--- config.mk ---
export PLATFORM = sky130hd
export DESIGN_NAME = spi_slave_sync
export DESIGN_NICKNAME = d
export VERILOG_FILES = /design/src/rtl/spi_pkg.sv /design/src/rtl/spi_sync.sv /design/src/rtl/spi_slave_sync.sv
export SDC_FILE = /design/constraint.sdc
export NUM_CORES = 1
export LEC_CHECK = 0
export ABC_AREA = 1
export CORE_ASPECT_RATIO = 0.7
export CORE_MARGIN = 1.5
export CORE_UTILIZATION = 52
export DETAILED_ROUTE_END_ITERATION = 10
export PLACE_DENSITY = 0.75
export RECOVER_POWER = 50
export SYNTH_ARGS = -nofsm -noshare
export SYNTH_HDL_FRONTEND = slang
export SYNTH_SLANG_ARGS = --single-unit
--- constraint.sdc ---
create_clock -name clk -period 2 [get_ports clk]
set_clock_uncertainty 0.1 [all_clocks]
set_input_delay 0.3 -clock clk [delete_from_list [all_inputs] [get_ports clk]]
set_output_delay 0.3 -clock clk [all_outputs]
set_load 0.01 [all_outputs]
--- src/rtl/spi_pkg.sv ---
// Shared definitions for the SPI blocks: frame-state encoding and default word length.
package spi_pkg;

   localparam int unsigned SPI_DATA_W = 16;

   typedef enum logic [1:0] {
      DONE,
      IDLE,
      SHIFT
   } spi_state_t;

endpackage

--- src/rtl/spi_sync.sv ---
// Single-bit multi-flop synchronizer with a configurable reset value.
module spi_sync #(
   parameter int unsigned STAGES  = 2,
   parameter logic        RST_VAL = 1'b0
) (
   input  logic clk,
   input  logic reset_n,
   input  logic d,
   output logic q
);

   logic [STAGES-1:0] ff;

   // Shift the asynchronous input through STAGES flops.
   always_ff @(posedge clk or negedge reset_n) begin
      if (!reset_n) ff <= {STAGES{RST_VAL}};
      else          ff <= {ff[STAGES-2:0], d};
   end

   assign q = ff[STAGES-1];

endmodule

--- src/rtl/spi_slave_sync.sv ---
// SPI mode-0 slave oversampled on clk. One word per chip-select frame, MSB first.
// Optional feature: define SPI_SLAVE_MISO_OE_EN to add the spi_miso_oe output.
module spi_slave_sync
   import spi_pkg::*;
#(
   parameter int unsigned DATA_W      = SPI_DATA_W,
   parameter int unsigned SYNC_STAGES = 2
) (
   input  logic              clk,
   input  logic              reset_n,
   input  logic              spi_cs_l,
   input  logic              spi_sclk,
   input  logic              spi_mosi,
   output logic              spi_miso,
   input  logic [DATA_W-1:0] tx_data,
   input  logic              tx_valid,
   output logic              tx_ready,
   output logic [DATA_W-1:0] rx_data,
   output logic              rx_valid,
   output logic              busy,
   output logic              frame_err
`ifdef SPI_SLAVE_MISO_OE_EN
   ,output logic             spi_miso_oe
`endif
);

   localparam int unsigned CNT_W = $clog2(DATA_W + 1);

   spi_state_t        state, state_nx;
   logic              cs_s, sclk_s, mosi_s;
   logic              cs_d, sclk_d;
   logic [SYNC_STAGES-1:0] prime;
   logic              sync_ok;
   logic              cs_fall, cs_rise, sclk_rise, sclk_fall;
   logic              frame_start, frame_done, frame_abort, accept;
   logic [DATA_W-1:0] tx_buf, tx_sh, rx_sh;
   logic              tx_full;
   logic [CNT_W-1:0]  bit_cnt;

   spi_sync #(.STAGES(SYNC_STAGES), .RST_VAL(1'b1)) u_sync_cs (
      .clk(clk), .reset_n(reset_n), .d(spi_cs_l), .q(cs_s));
   spi_sync #(.STAGES(SYNC_STAGES), .RST_VAL(1'b0)) u_sync_sclk (
      .clk(clk), .reset_n(reset_n), .d(spi_sclk), .q(sclk_s));
   spi_sync #(.STAGES(SYNC_STAGES), .RST_VAL(1'b0)) u_sync_mosi (
      .clk(clk), .reset_n(reset_n), .d(spi_mosi), .q(mosi_s));

   // Delayed copies for edge detection; prime marks when the synchronizers
   // hold real pin samples rather than their reset values, so a cs held low
   // across reset release cannot look like a high-then-low sequence.
   always_ff @(posedge clk or negedge reset_n) begin
      if (!reset_n) begin
         cs_d   <= 1'b1;
         sclk_d <= 1'b0;
         prime  <= '0;
      end else begin
         cs_d   <= cs_s;
         sclk_d <= sclk_s;
         prime  <= {prime[SYNC_STAGES-2:0], 1'b1};
      end
   end

   assign sync_ok     = prime[SYNC_STAGES-1];
   assign cs_fall     = cs_d & ~cs_s;
   assign cs_rise     = ~cs_d & cs_s;
   assign sclk_rise   = ~sclk_d & sclk_s;
   assign sclk_fall   = sclk_d & ~sclk_s;
   assign frame_start = (state == IDLE) && cs_fall;
   assign frame_done  = (state == SHIFT) && (bit_cnt == CNT_W'(DATA_W));
   assign frame_abort = (state == SHIFT) && !frame_done && cs_rise;
   assign accept      = tx_valid && !tx_full;
   assign tx_ready    = ~tx_full;

   // State register.
   always_ff @(posedge clk or negedge reset_n) begin
      if (!reset_n) state <= DONE;
      else          state <= state_nx;
   end

   // Next-state logic.
   always_comb begin
      state_nx = state;
      unique case (state)
         DONE:    if (sync_ok && cs_s) state_nx = IDLE;
         IDLE:    if (cs_fall)         state_nx = SHIFT;
         SHIFT: begin
            if (frame_done)   state_nx = DONE;
            else if (cs_rise) state_nx = IDLE;
         end
         default: state_nx = DONE;
      endcase
   end

   // State-decoded outputs.
   always_comb begin
      busy     = (state == SHIFT);
      spi_miso = busy & tx_sh[DATA_W-1];
`ifdef SPI_SLAVE_MISO_OE_EN
      spi_miso_oe = busy;
`endif
   end

   // Transmit buffer, shifters, bit counter and received-word strobes.
   always_ff @(posedge clk or negedge reset_n) begin
      if (!reset_n) begin
         tx_buf    <= '0;
         tx_full   <= 1'b0;
         tx_sh     <= '0;
         rx_sh     <= '0;
         bit_cnt   <= '0;
         rx_data   <= '0;
         rx_valid  <= 1'b0;
         frame_err <= 1'b0;
      end else begin
         rx_valid  <= frame_done;
         frame_err <= frame_abort;
         if (frame_done) rx_data <= rx_sh;

         // Accept has priority over the start-of-frame clear: a word accepted
         // in the start cycle stays buffered for the following frame.
         if (accept) begin
            tx_buf  <= tx_data;
            tx_full <= 1'b1;
         end else if (frame_start) begin
            tx_full <= 1'b0;
         end

         if (frame_start) begin
            tx_sh   <= tx_full ? tx_buf : '0;
            rx_sh   <= '0;
            bit_cnt <= '0;
         end else if (state == SHIFT && bit_cnt < CNT_W'(DATA_W)) begin
            if (sclk_rise) begin
               rx_sh   <= {rx_sh[DATA_W-2:0], mosi_s};
               bit_cnt <= bit_cnt + CNT_W'(1);
            end
            if (sclk_fall) tx_sh <= {tx_sh[DATA_W-2:0], 1'b0};
         end
      end
   end

endmodule

# After elaboration in Yosys (flattened, before gate mapping)
# Index checks and enable logic that the tools add are counted.
word_totals:
  word_cells: 67
  register_bits: 84
  output_inout_bits: 21
  input_bits: 22
classes:
  addsub: 1
  reduce_logical: 17
  mux: 17
  n_lt_le_gt_ge: 1
  n_bitwise: 10
  eq_ne: 6
op_table:
  columns: ["operator", "count"]
  rows:
  - ["16-bit two-way mux", 7]
  - ["5-bit two-way mux", 3]
  - ["2-bit two-way mux", 4]
  - ["2-bit nonzero test", 4]
  - ["1-bit logical AND", 7]
  - ["2-bit one-hot mux with 3 select lines", 1]
  - ["5-bit by 1-bit adder with 5-bit output, second input constant", 1]
  - ["1-bit bitwise AND", 5]
  - ["5-bit == test, second input constant", 1]
  - ["5-bit less-than comparator, second input constant", 1]
  - ["1-bit NOT", 5]
  - ["2-bit inequality test, second input constant", 2]
  - ["2-bit AND reduction", 2]
  - ["3-bit by 1-bit inequality test with 1-bit output, second input constant", 1]
  - ["3-bit AND reduction", 1]
  - ["2-bit by 1-bit == test with 1-bit output, second input constant", 1]
  - ["2-bit == test, second input constant", 1]
  - ["1-bit logical NOT", 2]
  - ["2-bit logical NOT", 1]
  - ["1-bit two-way mux", 2]

# Longest topological paths before layout
logic_depth:
  word_depth: 5
  ltp_mapped: 9
  depth_no_buf: 8

# Hierarchy
# A second synthesis with hierarchy kept.
unflattened:
  hier_cells: 403
  area_unflattened_um2: 3604.7
modules_own_cells:
  columns: ["mod", "seq_area_each_um2", "area_per_inst_um2", "cells_each", "instances"]
  rows:
  - ["spi_slave_sync", 1953.1, 3452.1, 397, 1]
  - ["spi_sync (u_sync_mosi ...)", 50.0, 50.0, 2, 2]
  - ["spi_sync (u_sync_cs)", 52.6, 52.6, 2, 1]

# Least setup slack after synthesis
# No wires, ideal clock.
synth_path:
  path_type: "register to register"
  start: "reg bit_cnt[0]"
  end: "reg rx_data[10]"
  setup_ns: 0.123
  setup_slack_ns: 0.609
  synth_period_minus_slack_ns: 1.391
  path_stages_with_launch: 9
  arrival_time_ns: 1.168
  required_ns: 1.777
  path_buffers: 1
  path_cell_list: "dfrtp_1 inv_1 ha_1 nand2_1 inv_1 nand2_2 clkbuf_1 o21ai_0 nand2_1"
synth_via:
  elab_chain_len: 2
synth_lines:
  columns: ["element", "line", "rtl"]
  rows:
  - ["start, declared", "spi_slave_sync.sv:38", "logic [CNT_W-1:0] bit_cnt;"]
  - ["start signal, assigned", "spi_slave_sync.sv:134", "bit_cnt <= bit_cnt + CNT_W'(1);"]
  - ["5-bit == test", "spi_slave_sync.sv:68", "assign frame_done = (state == SHIFT) && (bit_cnt == CNT_W'(DATA_W));"]
  - ["1-bit logical AND", "spi_slave_sync.sv:68", null]
  - ["end signal, assigned", "spi_slave_sync.sv:116", "if (frame_done) rx_data <= rx_sh;"]
  - ["end, declared", "spi_slave_sync.sv:18", "output logic [DATA_W-1:0] rx_data,"]
# Every way passes these cells.
# A chain may end at the register's enable or synchronous reset.

# Worst setup path in the final report
layout_path:
  start: "reg state[0]"
  end: "out busy"
layout_via:
  elab_chain_len: 1
layout_lines:
  columns: ["element", "line", "rtl"]
  rows:
  - ["start, declared", "spi_slave_sync.sv:29", "spi_state_t state, state_nx;"]
  - ["start signal, assigned", "spi_slave_sync.sv:76", "else state <= state_nx;"]
  - ["2-bit == test", "spi_slave_sync.sv:95", "busy = (state == SHIFT);"]
  - ["end, declared", "spi_slave_sync.sv:20", "output logic busy,"]
# Every way passes these cells.

==> flow_summary.yaml <==
critical_path:
  worst_setup_path_end_kind: "output port"
  crit_end: "busy"
  criticalPathCategory: "flip-flop to output port"
  reg2reg_from: "cs_d$_DFF_PN1_"
  reg2reg_depth: 6
  timing.rr.end: "rx_sh[14]$_DFFE_PN0P_"
  critPathLaunch: "state[0]$_DFFE_PN0P_"
  critPathLaunchType: "flip-flop"
  cp.required_ps: 1600
  reg2reg_slack_ps: 280
  path_max_fanout: 9
  worst-endpoint-arrival_ps: 1350
route:
  ant_nets: 0
  drc: 0
  first_pass_iters: 4
  routed-via-count: 2681
  viasPerCell: 4.95
  route.final.wire_length_um: 7010
  drt_iter0_markers: 188
  avgRoutedWirePerCell_um: 12.9
power:
  p_leak_nw: 2.32
  powerDensity_mw_per_mm2: 1050
  ir_drop_mv: 0.461
run:
  drv_cap: 0
finish:
  syn_to_final_growth_pct: 18.5
  post_route_cells_drive_above_1_share_pct: 10.9
  seq_area_sq_mm: 0.00211
  design_area_sq_mm: 0.00427
  fillers: 559
  multi_input_area_sq_mm: 0.00127
  n_antenna_cell: 0
  nets: 470
sta:
  relSlewSlack_pct: 37.3
  tns_ps: 0
  setup_viol: 0
  rsz0062_at_grt: "no"
  fmax_mhz: 573
  tightest_slew_ps: 941
  final_hold_viol_count: 0
  fin_crit_sh_pct: 87.3
  period_minus_slack_ps: 1750
  slew_violations: 0
cts:
  h-tree-depth: 3
  cts_setup_buffers: 0
  cts_root_buffer: "clkbuf_8"
  clock_sinks: 84
  ctsLongestPathBuffers: 2
  cts-buffers-inserted: 9
  clk_pin_slew_worst_paths_ps: 80
  clk_latency_ps: 350
  tritoncts: "yes"
die:
  start_util_pct: 53.6
  row_count: 25
  die_w_um: 103
  fp.dieArea_sq_mm: 0.00745
  core_area_sq_mm: 0.00673
  ios: 43
  dieHeight_um: 72.7
min_path:
  hold_class: "flip-flop to flip-flop"
placed_design:
  gp_congestion: 0.770
  hpwl_um: 4620
  dpl_cell_area_sq_mm: 0.00410
  port_buffers: 42
global_routing:
  grt-ovfl-total: 0
  grt_pass1_vias: 2463
  gr-usage-all-layers_pct: 20.9
  grt_max_degree: 38
  grt_pass1_wl_um: 11800
  antenna_found_initial: 0
yosys:
  ys_warn_count: 0
  synthFlopType: "dfrtp_1"
  yosysTopAreaCell: "dfrtp_1"
  yosys-top-cells-area: "dfrtp_1 56%, nand2_1 19%, mux2_2 5.0%, nand3_1 3.7%, inv_1 2.6%"
  synth_top_cell_area_share_pct: 56.2
  synth_seq_cells: 84
  syn_area_sq_mm: 0.00360
  synthesis.instances: 401
  async_reset_ff_share_pct: 100
  synth_nets: 425
  synth.avg_cell_area_sq_um: 8.99
  netlist_top_cells_count: "187 x nand2_1, 81 x dfrtp_1, 27 x nand3_1"
  ys_types: 25
  yosysMostFrequentCell: "nand2_1"
  yosysSeqAreaShare_pct: 58.4
  synth_edf_count: 0
outcome:
  status: "complete, no violations"
## flip-flops by register name, indices dropped and copies added, names as in the netlist, 2 cells and up
name and cells:
rx_data 16, rx_sh 16, tx_buf 16, tx_sh 16
bit_cnt 5, prime 2, state 2, u_sync_cs.ff 2
u_sync_mosi.ff 2, u_sync_sclk.ff 2
## cells in the final DEF (no fill, tap or decap), types with 2 or more instances in the layout
cell and instances:
buf_4 6, clkbuf_2 2, clkbuf_8 10, clkdlybuf4s50_1 36, clkinv_2 2, dfrtp_1 81, dfstp_2 2, dlygate4sd2_1 2
dlygate4sd3_1 4, ha_1 2, inv_1 25, inv_2 3, mux2_2 16, nand2_1 188, nand2_2 2, nand3_1 27
nand4_1 3, nor2_1 8, nor2_4 2, o21ai_0 17
## stage by stage
stage | total power, mW | utilization (%) | hold slack [ps] | cells | worst slack [ps]
detailed placement | 3.36 | 60.9 | 191 | 528 | 327
global route | 4.75 | 63.5 | 266 | 542 | 65.1
finish | 4.47 | 63.5 | 252 | 542 | 254
global placement | 3.30 | 60.9 | 190 | 528 | 343
floorplan | 3.06 | - | -95.6 | 401 | 609
CTS | 4.51 | 63.6 | 249 | 542 | 238
## cell families after synthesis
kind of cell               count (synthesis)  share of synthesized area, %
other                                      1                         0.104
buffers and inverters                     45                          6.18
adders and majority gates                  2                         0.694
muxes                                     16                          5.00
AOI/OAI and AO/OA                         18                          2.50
DFF                                       84                          58.4
xor gates and xnor gates                   1                         0.243
and+or+nand+nor                          234                          26.9
## worst min path at each step
stage | startpoint | to | cells past startpoint
3_5_place_dp | reset_n | rx_valid$_DFF_PN0_ | 1
5_1_grt | u_sync_sclk.ff[0]$_DFF_PN0_ | u_sync_sclk.ff[1]$_DFF_PN0_ | 0
6_report | u_sync_sclk.ff[0]$_DFF_PN0_ | u_sync_sclk.ff[1]$_DFF_PN0_ | 0
2_1_floorplan | reset_n | bit_cnt[0]$_DFFE_PN0P_ | 0
4_1_cts | spi_cs_l | u_sync_cs.ff[0]$_DFF_PN1_ | 1
3_3_place_gp | reset_n | rx_data[5]$_DFFE_PN0P_ | 1
## layout make-up
cell class | count | share of cell area, %
sequential | 84 | 49.3
clock inverter | 3 | 0.937
clock buffer | 10 | 3.22
inverter | 28 | 2.46
timing repair buffer | 51 | 11.5
multi-input combinational | 272 | 29.8
tap | 94 | 2.75
## critical path, cell delays in order, from the launching register on
cell           delay (ps)
dfrtp_1               390
inv_2                  80
nand2_2               120
inv_2                 130
dlygate4sd2_1         280
## what timing repair did
action	in CTS	in global routing
hold buffers	1	0
gates resized for setup	2	0
setup endpoints to repair	2	0
endpoints found under the hold margin	32	0
## per-layer routing
| metal | track usage (%) | share of wire (%) |
|---|---|---|
| met5 | 0 | 0 |
| met4 | 5.94 | 1.3 |
| met3 | 5.17 | 4.9 |
| met2 | 32.6 | 46 |
| met1 | 29.5 | 48 |
## where the power goes
group,switching (mW),internal [mW],leakage (nW)
sequential,0.191,2.02,1.10
combinational,0.633,0.486,1.13
clock,0.555,0.586,0.0939
total,1.38,3.10,2.32
No activity file was read; power rests on OpenSTA's default activity.
==> RTL edit 1 (same settings) <==
Change the parameter `RST_VAL` from 1'b1 to 1'b0.
--- a/src/rtl/spi_slave_sync.sv
+++ b/src/rtl/spi_slave_sync.sv
@@ -38,5 +38,5 @@
    logic [CNT_W-1:0]  bit_cnt;
 
-   spi_sync #(.STAGES(SYNC_STAGES), .RST_VAL(1'b1)) u_sync_cs (
+   spi_sync #(.STAGES(SYNC_STAGES), .RST_VAL(1'b0)) u_sync_cs (
       .clk(clk), .reset_n(reset_n), .d(spi_cs_l), .q(cs_s));
    spi_sync #(.STAGES(SYNC_STAGES), .RST_VAL(1'b0)) u_sync_sclk (
Check against the original RTL: same outputs for any inputs over 10 cycles, from zero or initial values and one cycle with reset_n low; that may be too few to reach the edited logic, so the function may still have changed.
==> RTL edit 1 against the original RTL <==
  * Setup slack is essentially flat
  * Sequential cell count is the same
  * Cell area is 0.53% higher
  * Wire length fell by 2.2%
  * Power is 0.68% lower
  * Core utilization rose by 0.33 points
  * Area after synthesis about the same
  * Critical path type unchanged
  * Largest power group unchanged
==> RTL edit 1: results (changes against the original RTL) <==
Outcome
  – Status: finished, final reports clean (unchanged)

Finish
  – Final net count: 470 (unchanged)
  – Fillers: 554 (was 559)
  – N_diodes: 0 (unchanged)
  – Finished Layout Cells: 545 (was 542)
  – Layout cells sized above 1: 0.111 (was 0.109)

Logic synthesis
  – Yosys warnings: 0 (unchanged)
  – Synth area leaders: dfrtp_1 58%, nand2_1 19%, mux2_2 5.0% (was dfrtp_1 56%, nand2_1 19%, mux2_2 5.0%)
  – Synth cell count leaders: 187 x nand2_1, 83 x dfrtp_1, 27 x nand3_1, 25 x inv_1, 17 x o21ai_0 (was 187 x nand2_1, 81 x dfrtp_1, 27 x nand3_1, 25 x inv_1, 17 x o21ai_0)
  – Syn Nets: 425 (unchanged)
  – Post-synth ARST share: 1.00 (unchanged)
  – Netlist cell types: 25 (unchanged)
  – Sequential share of the synthesized area: 0.584 (about the same)
  – Post-Synthesis Cells: 401 (unchanged)
  – Main synth FF type: dfrtp_1 (unchanged)

GRT
  – Largest net degree at the start of global routing: 41 (was 38)
  – Initial antenna violation count: 0 (unchanged)
  – GRT Total Usage: 0.210 (was 0.209)
  – Number of global-route vias before repair: 2,575 (was 2,463)
  – First-pass GRT wire length: 11,800 um (unchanged)

Critical path
  – Crit-path max FO: 4 (was 9)
  – Worst EP arrival: 1.35 ns (about the same)
  – Slowest CP cell: dfrtp_1 (unchanged)
  – Crit-path max cell delay: 0.39 ns (about the same)

CTS
  – Clock buffer count from CTS: 9 (unchanged)
  – CTS H-Tree Depth: 3 (unchanged)
  – CTS Buffer Depth: 2 (unchanged)
  – Clk Latency, worst-skew pair: 0.35 ns (about the same)
  – Post-CTS Repair Setup Buffers: 0 (unchanged)
  – Clk root buf: clkbuf_8 (unchanged)
  – Clock slew at reported path FFs: 0.08 ns (about the same)

Detailed routing
  – Vias: 2,725 (was 2,681)
  – Post-Route WL: 6850 um (was 7010 um)
  – Drt first pass iters: 4 (unchanged)
  – Initial DRC count: 101 (was 188)

Placement
  – PortBufs: 42 (unchanged)
  – Last weighted congestion value of the routability-driven placer: 0.824 (was 0.770)
  – DP HPWL: 4470 um (was 4620 um)
  – Post-Place Cells: 528 (unchanged)

STA
  – Slew margin rel.: 0.368 (was 0.373)

Min path
  – Worst Hold Class: reg -> reg (unchanged)

Power
  – Total leakage power: 2.34 nW (was 2.32 nW)
  – Max VDD drop: 0.624 mV (was 0.461 mV)
[RTL edit 1: repair_timing]
| action | in CTS | in global routing |
|---|---|---|
| hold endpoints to repair | 33 | 0 |
| resized for setup | 2 | 1 |
| hold buffers | 1 | 0 |
| setup endpoints to repair | 3 | 1 |
[RTL edit 1: final timing paths]
kind	startpoint	end	slack, ns	cells past startpoint
setup / recovery	state[0]$_DFFE_PN0P_	spi_miso	0.25	4
max in group asynchronous	reset_n	rx_sh[15]$_DFFE_PN0P_	0.34	3
hold reg to reg	u_sync_mosi.ff[0]$_DFF_PN0_	u_sync_mosi.ff[1]$_DFF_PN0_	0.25	0
setup reg to reg	bit_cnt[0]$_DFFE_PN0P_	rx_data[1]$_DFFE_PN0P_	0.26	8
min in group asynchronous	reset_n	rx_data[1]$_DFFE_PN0P_	0.53	2
hold / removal	u_sync_mosi.ff[0]$_DFF_PN0_	u_sync_mosi.ff[1]$_DFF_PN0_	0.25	0
[RTL edit 1: cell type report]
class                           instances  area (um2)  area share
Sequential cell                        84        2100       0.490
Timing Repair Buffer                   51         509       0.119
Inverter                               28         105      0.0245
Tap cell                               94         118      0.0274
Multi-Input combinational cell        272        1280       0.298
Clock buffer                           15         176      0.0411
Clock inverter                          1        5.00     0.00117
[RTL edit 1: logic make-up after synthesis]
kind of cell / after synthesis / synth area share
AO/OA/AOI/OAI: 18 / 0.0250
other: 1 / 0.00104
flip-flops: 84 / 0.584
multiplexers: 16 / 0.0500
buffers and inverters: 45 / 0.0618
XOR/XNOR: 1 / 0.00243
adder cells (fa/ha/maj): 2 / 0.00695
AND/OR/NAND/NOR: 234 / 0.269
[RTL edit 1: power breakdown]
part	internal [mW]	switching, mW
sequential	2.02	0.185
combinational	0.492	0.626
clock	0.554	0.566
[RTL edit 1: through the flow]
step / setup WS, ns / instance area, um2 / total power, mW
CTS: 0.00882 / 4300 / 4.49
floorplan: 0.609 / 3600 / 3.06
global route: 0.00877 / 4300 / 4.74
detailed placement: 0.0313 / 4110 / 3.36
global placement: 0.140 / 4110 / 3.31
finish: 0.254 / 4300 / 4.44
[RTL edit 1: critical path: cells and delay by family (launching register included)]
kind	cells	cell delay, ns
simple gates	2	0.23
buf+inv	2	0.38
flops	1	0.39
[RTL edit 1: layer usage]
metal | GRT usage | share of wire | vias up
met5 | 0 | 0 | -
met1 | 0.290 | 0.48 | 1341
met2 | 0.318 | 0.47 | 48
met4 | 0.0731 | 0.0080 | 0
li1 | - | - | 1332
met3 | 0.0632 | 0.044 | 4
==> RTL edit 2 (same flow settings) <==
Without the edit above. The 3 states of `spi_state_t` get a one-hot encoding in 3 bits.
--- a/src/rtl/spi_pkg.sv
+++ b/src/rtl/spi_pkg.sv
@@ -4,8 +4,8 @@
    localparam int unsigned SPI_DATA_W = 16;
 
-   typedef enum logic [1:0] {
-      DONE,
-      IDLE,
-      SHIFT
+   typedef enum logic [2:0] {
+      DONE  = 3'b001,
+      IDLE  = 3'b010,
+      SHIFT = 3'b100
    } spi_state_t;
 
Behaviour: no difference found for any inputs over 10 cycles, from zero or initial values and one cycle with reset_n low; not proved beyond that.
==> RTL edit 2 against the original RTL <==
  * Fmax fell by 3.5%
  * Highest routed layer unchanged
  * Sequential cell count rose by 1
  * Area after synthesis grew 4.9%
  * Count of clock-buffer cells in the layout stayed put
  * Cell count is 0.74% higher
  * Sequential power down 4%
  * First-iteration DRC count decreased by 22%
  * Wire length down 9.2%
  * Cell area is 5.0% higher
  * Via count about the same
  * Critical path depth stayed put
  * Largest cell class unchanged
  * Power is 0.50% lower
  * Setup slack lost 0.064 ns
==> RTL edit 2: results (changes against the original RTL) <==
Logic synthesis
  – Area fraction in compound gates after synthesis: 0.0473 (was 0.0250)
  – Post-Synthesis Cells: 403 (was 401)
  – Netlist cell types: 26 (was 25)
  – Xor/xnor share of the synthesized area: 0.00232 (was 0.00243)
  – Synth cell count leaders: 152 x nand2_1, 81 x dfrtp_1, 39 x inv_1, 38 x nand3_1 (was 187 x nand2_1, 81 x dfrtp_1, 27 x nand3_1, 25 x inv_1, 17 x o21ai_0)
  – Mux contribution to synthesized area: 0.0476 (was 0.0500)
  – Post-Synth Adder-Cell Area: 0.00662 (was 0.00694)
  – Syn Nets: 427 (was 425)
  – Sequential share of the synthesized area: 0.564 (was 0.584)
  – Synth area leaders: dfrtp_1 54%, nand2_1 15%, nand3_1 5.0% (was dfrtp_1 56%, nand2_1 19%, mux2_2 5.0%)

Power
  – Logic pwr share: 0.194 (was 0.250)
  – Switching power: 1.21 mW (was 1.38 mW)
  – Sequential share of power: 0.478 (was 0.495)
  – Total leakage power: 2.29 nW (was 2.32 nW)

GRT
  – Global routing usage on met1: 0.235 (was 0.295)
  – Number of global-route vias before repair: 2,435 (was 2,463)
  – Largest net degree at the start of global routing: 49 (was 38)
  – First-pass GRT wire length: 11,000 um (was 11,800 um)
  – M3 GR Usage: 0.0517 (about the same)
  – GRT Total Usage: 0.180 (was 0.209)

STA
  – Hold WS: 0.260 ns (was 0.252 ns)
  – Slew margin rel.: 0.438 (was 0.373)
  – Final WS setup: 0.190 ns (was 0.254 ns)

Critical path
  – Reg-to-reg critical path endpoint: tx_sh[14]$_DFFE_PN0P_ (was rx_sh[14]$_DFFE_PN0P_)
  – Worst Reg-to-Reg Cells: 8 (was 6)
  – Crit path from: state[1]$_DFFE_PN0P_ (was state[0]$_DFFE_PN0P_)

Detailed routing
  – Post-Route WL: 6360 um (was 7010 um)
  – Initial DRC count: 147 (was 188)
  – Met2 wire len: 2980 um (was 3240 um)

Finish
  – Layout cells sized above 1: 0.144 (was 0.109)
  – Finished Layout Cells: 546 (was 542)
  – Area of the multi-input gates: 1350 um2 (was 1270 um2)
  – Fillers: 587 (was 559)
  – Final net count: 471 (was 470)

CTS
  – Clock sink total: 85 (was 84)

Placement
  – DP HPWL: 4380 um (was 4620 um)
  – Post-Place Cell Area: 4230 um2 (was 4100 um2)
  – Last weighted congestion value of the routability-driven placer: 0.775 (was 0.770)

Outcome
  – Status: finished, final reports clean (unchanged)
[RTL edit 2: cell count changes in the layout (fill, tap and decap cells not counted), moves of 2 or more]
cell | before | now
bufinv_16 | 1 | 3
clkbuf_2 | 2 | 0
clkinvlp_4 | 0 | 2
inv_1 | 25 | 39
nand2_1 | 188 | 153
nand2_4 | 1 | 3
nand3_1 | 27 | 38
nand3_4 | 1 | 4
nand4_1 | 3 | 1
o21ai_1 | 0 | 4
o21ai_2 | 0 | 9
[RTL edit 2: critical path, cell delays in order, from the launching register on]
cell and delay [ns]:
dfrtp_1 0.41, inv_2 0.12, nand2_4 0.08, nor2_8 0.16, dlygate4sd2_1 0.30
[RTL edit 2: layout make-up]
class / count / share of cell area
clock inverters: 6 / 0.0245
clock buffers: 10 / 0.0307
multi-input cells: 260 / 0.301
flip-flops and latches: 85 / 0.475
inverters: 42 / 0.0354
well taps: 94 / 0.0262
repair buffers: 49 / 0.107
